<file path="src/rtl/data_collector.sv">
// Deserializer: packs a stream of in_width-bit elements MSB-first into one out_width-bit word,
// presented on a registered valid/ready port; a flush emits a left-aligned partial word.
module data_collector #(
  parameter int in_width  = 8,
  parameter int out_width = 56,
  localparam int NUM = out_width / in_width,
  localparam int CW  = $clog2(NUM + 1)
) (
  input  logic                       clk,
  input  logic                       reset,
  input  logic signed [in_width-1:0] data_in,
  input  logic                       in_valid,
  output logic                       in_ready,
  input  logic                       flush,
  output logic [out_width-1:0]       data_out,
  output logic                       out_valid,
  input  logic                       out_ready,
  output logic [CW-1:0]              out_count
);

  logic [out_width-1:0] asm_q, asm_d;
  logic [out_width-1:0] data_q, data_d;
  logic [CW-1:0]        cnt_q, cnt_d;
  logic [CW-1:0]        count_q, count_d;
  logic                 valid_q, valid_d;

  logic                 slot_free;
  logic                 accept;
  logic                 complete;
  logic                 flush_go;
  logic [CW-1:0]        k;
  logic [out_width-1:0] assembled;

  // Only the completing element can stall; partial elements always land in the assembly register.
  assign slot_free = !valid_q || out_ready;
  assign in_ready  = !reset && !(cnt_q == CW'(NUM - 1) && !slot_free);
  assign accept    = in_valid && in_ready;
  assign k         = cnt_q + CW'(accept);
  assign assembled = accept ? {asm_q[out_width-in_width-1:0], data_in} : asm_q;
  assign complete  = accept && (cnt_q == CW'(NUM - 1));
  assign flush_go  = flush && slot_free && (k != '0);

  // A short word is shifted up so its first element sits at the MSB end, zeros below.
  always_comb begin
    asm_d   = assembled;
    cnt_d   = k;
    data_d  = data_q;
    count_d = count_q;
    valid_d = valid_q;
    if (complete || flush_go) begin
      data_d  = assembled << (in_width * (NUM - int'(k)));
      count_d = k;
      valid_d = 1'b1;
      cnt_d   = '0;
      asm_d   = '0;
    end else if (valid_q && out_ready) begin
      valid_d = 1'b0;
    end
  end

  always_ff @(posedge clk or posedge reset) begin
    if (reset) begin
      asm_q   <= '0;
      cnt_q   <= '0;
      data_q  <= '0;
      count_q <= '0;
      valid_q <= 1'b0;
    end else begin
      asm_q   <= asm_d;
      cnt_q   <= cnt_d;
      data_q  <= data_d;
      count_q <= count_d;
      valid_q <= valid_d;
    end
  end

  assign data_out  = data_q;
  assign out_valid = valid_q;
  assign out_count = count_q;

endmodule

</file>
<file path="config.mk">
export PLATFORM = sky130hd
export DESIGN_NAME = data_collector
export DESIGN_NICKNAME = d
export VERILOG_FILES = /design/src/rtl/data_collector.sv
export SDC_FILE = /design/constraint.sdc
export NUM_CORES = 1
export LEC_CHECK = 0
export BUFFER_PORTS_ARGS = -buffer_cell sky130_fd_sc_hd__clkbuf_2
export CAP_MARGIN = 25
export CORE_MARGIN = 5
export CORE_UTILIZATION = 35
export DETAILED_ROUTE_END_ITERATION = 6
export GPL_TIMING_DRIVEN = 0
export PLACE_DENSITY_LB_ADDON = 0.1
export SLEW_MARGIN = 20
export SYNTH_ARGS = -nofsm -noshare
export SYNTH_HDL_FRONTEND = slang
export SYNTH_SLANG_ARGS = --single-unit
export TNS_END_PERCENT = 10
</file>
<file path="constraint.sdc">
create_clock -name clk -period 5.4 [get_ports clk]
set_input_delay 1.08 -clock clk [delete_from_list [all_inputs] [get_ports clk]]
set_output_delay 1.08 -clock clk [all_outputs]
set_load 0.1 [all_outputs]
</file>
==> run_results.csv <==
group,metric,value,unit
synth,ys.warnings.count,0,
clock_tree,cts_setup_buffers,0,
clock_tree,cts.sinks,119,
clock_tree,cts_buffers,17,
synth,synth_nets,680,
die,rows,48,
critical_path,crit_path_top_delay_cell,"o22ai_1",
synth,synth.top_cell.area_share,47.6,%
clock_tree,cts_resized,0,
critical_path,worstPathArrival,4820,ps
clock_tree,h-tree-depth,4,
timing,slew_headroom,46.0,%
timing,setup_ws,949,ps
place,dpl_cell_area,0.00694,mm²
min_path,holdPathStages,2,
routing,drc,0,
routing,wl_per_cell,25.3,µm
synth,syn_area,0.00626,mm²
clock_tree,root_buffer,"clkbuf_16",
routing,vias,6088,
die,start_util,35.9,%
run,cap_violations,0,
min_path,min-delay-start,"out_count[1]$_DFFE_PP0P_",
cells_and_area,regArea,0.00298,mm²
pwr,p_clk_share,24.7,%
routing,wirelength,25200,µm
global_route,grt_pass1_wl,37500,µm
cells_and_area,fin_cells,996,
critical_path,worst-path-buf-inv,7,
status,status,"complete, no violations",
synth,synthFlopType,"dfrtp_1",
critical_path,crit_chain,"clkbuf_2, nor2b_1, buf_2, o21ai_2, buf_6, inv_4, buf_6, buf_2, ha_1, ha_1, xor2_1, and3_1, nand3_1, clkbuf_1, o22ai_1, a21oi_1, nand2_1",
timing,fmax,225,MHz
synth,ys_seq_area_share,47.6,%
timing,min_period,4450,ps
die,die-area,0.0207,mm²
synth,synthCells,665,
global_route,grt_antenna_before_repair,0,
cells_and_area,drive_gt1_share,18.0,%
pwr,p_sw,2410,µW
pwr,swShare,53.0,%
place,io_buffers,73,
timing,fin_worst_skew,11.0,ps
global_route,grt_usage,24.7,%
pwr,p_comb_share,46.0,%
place,post-dp-hpwl,18500,µm
critical_path,startpoint_type,"input port",
synth,yosys.area.top_type,"dfrtp_1",
critical_path,reg2reg_from,"cnt_q[2]$_DFF_PP0_",
cells_and_area,fin_nets,773,
timing,fin_crit_sh,82.4,%
die,die_w,144,µm
cells_and_area,multiInputGateArea,0.00298,mm²
min_path,min_to,"out_count[1]$_DFFE_PP0P_",
cells_and_area,synthToLayoutAreaGrowth,20.1,%
cells_and_area,final_area,0.00752,mm²
cells_and_area,n_antenna_cell,0,
critical_path,cp-end-kind,"register",
critical_path,crit_path_max_incr_delay,430,ps
timing,worst_pin_slew,788,ps
routing,drt_first_iter_violations,597,
critical_path,cp_max_fo,10,
pwr,internal-power,2140,µW
pwr,power_density,605,mW/mm²
global_route,grt_max_degree,77,
critical_path,r2r_cells,15,
clock_tree,cts_tree,"done",
routing,vias_per_cell,6.11,
place,dpl_worst_slack,609,ps
cells_and_area,fill_cells,1763,
synth,async_flop_share,100,%
place,dp.cells,964,
critical_path,required,5770,ps
clock_tree,clk_pin_slew,60,ps
die,die_h,144,µm
clock_tree,hold_buffers,0,
global_route,grt-ovfl-total,0,
routing,drt-pass1-iter-count,5,
timing,hold_violations,0,
die,core_area,0.0174,mm²
min_path,hp-class,"reg2reg",
place,gp_congestion,0.909,
global_route,grt_pass1_vias,5988,
critical_path,crit_family,"buffers and inverters",
synth,synth-seq-cells,119,
pwr,ir_worst_vdd,0.000428,V
timing,rsz0062_at_grt,"no",
pwr,p_leak,0.00340,µW
critical_path,critPathKind,"in2reg",
die,ios,74,
routing,ant_nets,0,
critical_path,reg2reg_slack,1360,ps
synth,synth_edf_count,0,
critical_path,timing.rr.end,"data_out[44]$_DFFE_PP0P_",
timing,finalMaxSlewViolations,0,
synth,avgSynthCellArea,9.41,µm²
clock_tree,cts_buffer_depth,2,
timing,finalSetupViolations,0,
synth,synthDistinctLibCells,45,
pwr,seqPwrFrac,29.2,%
synth,synth.area.top_cells,"dfrtp_1 48%, mux2i_1 8.5%, o21ai_0 5.4%, nor2_1 4.0%, nand2_1 3.8%",
clock_tree,clk-insertion-delay-late,430,ps
flip-flops by register name, summed over array words and instances, names as in the netlist:
signal,count
out_count,3
out_valid,1
cnt_q,3
data_out,56
asm_q,56
per-stage QoR:
stage                     setup TNS, ps  utilization [%]  power, µW  hold WS, ps
after floorplan                       0                -       2810          485
after global placement           -39520             39.6       3390          464
after detailed placement              0             39.8       3410          474
after CTS                             0             43.2       4540          489
after global routing                  0             43.2       4720          511
final                                 0             43.2       4550          478
cell usage after synthesis, types with 9 or more instances:
library cell  number
buf_2              9
nor4_1            10
dfrtp_1          119
clkbuf_1          39
o21ai_0           67
nand3_1           13
o22ai_1           37
a22oi_1           18
nor2_1            66
nor3_1            42
nand2_1           64
o221ai_1          24
a21oi_1           24
mux2i_1           53
cells in the final DEF (no fill, tap or decap), types with 4 or more instances in the layout:
cell type	Yosys	final
dfrtp_1	119	119
clkbuf_2	1	74
o21ai_0	67	67
nor2_1	66	66
nand2_1	64	64
mux2i_1	53	53
nor3_1	42	42
clkbuf_1	39	39
o22ai_1	37	37
o221ai_1	24	24
a21oi_1	24	24
a22oi_1	18	18
clkbuf_16	0	17
nand3_1	13	13
nor4_1	10	10
buf_2	9	9
o211ai_1	8	8
a221o_1	8	8
a32oi_1	8	8
inv_6	0	7
buf_6	5	5
a221oi_1	5	5
buf_1	4	4
mux2i_2	4	4
clkinv_4	0	4
layer usage:
layer | track usage (%) | vias to the layer above | wire length [µm]
li1 | - | 2690 | -
met2 | 36.9 | 325 | 11100
met3 | 5.96 | 58 | 2220
met1 | 34.6 | 3015 | 11100
met5 | 0 | - | 0
met4 | 9.96 | 0 | 768
how the worst max path moves through the flow:
stage,from,endpoint,slack (ps),depth (start not counted)
floorplan,reset,asm_q[0]$_DFF_PP0_,1160,1
global placement,reset,data_out[19]$_DFFE_PP0P_,-340,2
detailed placement,reset,data_out[44]$_DFFE_PP0P_,610,17
CTS,reset,data_out[44]$_DFFE_PP0P_,1030,17
global route,reset,data_out[44]$_DFFE_PP0P_,780,17
finish,reset,data_out[44]$_DFFE_PP0P_,950,17
kinds of logic (layout without fill, tap and decap cells):
family | count (synthesis) | in the layout | synth area share [%]
AOI/OAI and AO/OA | 211 | 211 | 22.5
xor gates and xnor gates | 2 | 2 | 0.280
adders and majority gates | 2 | 2 | 0.400
buffers and inverters | 64 | 170 | 4.86
DFF | 119 | 119 | 47.6
muxes | 57 | 57 | 9.36
and+or+nand+nor | 210 | 210 | 15.0
worst register-to-register path, delay by kind of cell, from the launching register on:
family / cells / cell delay, ps
compound gates: 3 / 740
xor+xnor: 1 / 390
fa+ha+maj: 2 / 420
buf+inv: 5 / 1000
flops: 1 / 460
simple gates: 4 / 960
power groups by stage:
| stage | sequential [µW] | clock (µW) | combinational (µW) |
|---|---|---|---|
| after floorplan | 2080 | 0 | 725 |
| after global placement | 1330 | 0 | 2070 |
| after detailed placement | 1330 | 0 | 2080 |
| after CTS | 1320 | 1140 | 2090 |
| after global routing | 1350 | 1180 | 2200 |
| final | 1330 | 1130 | 2090 |
layout make-up:
type	instances	area share [%]
repair buffers	74	5.23
plain buffers	61	3.86
clock inverters	14	1.86
well taps	225	3.75
inverters	3	0.250
flip-flops and latches	119	39.6
clock buffers	18	5.84
multi-input cells	482	39.6
(Power assumes the default switching activity.)
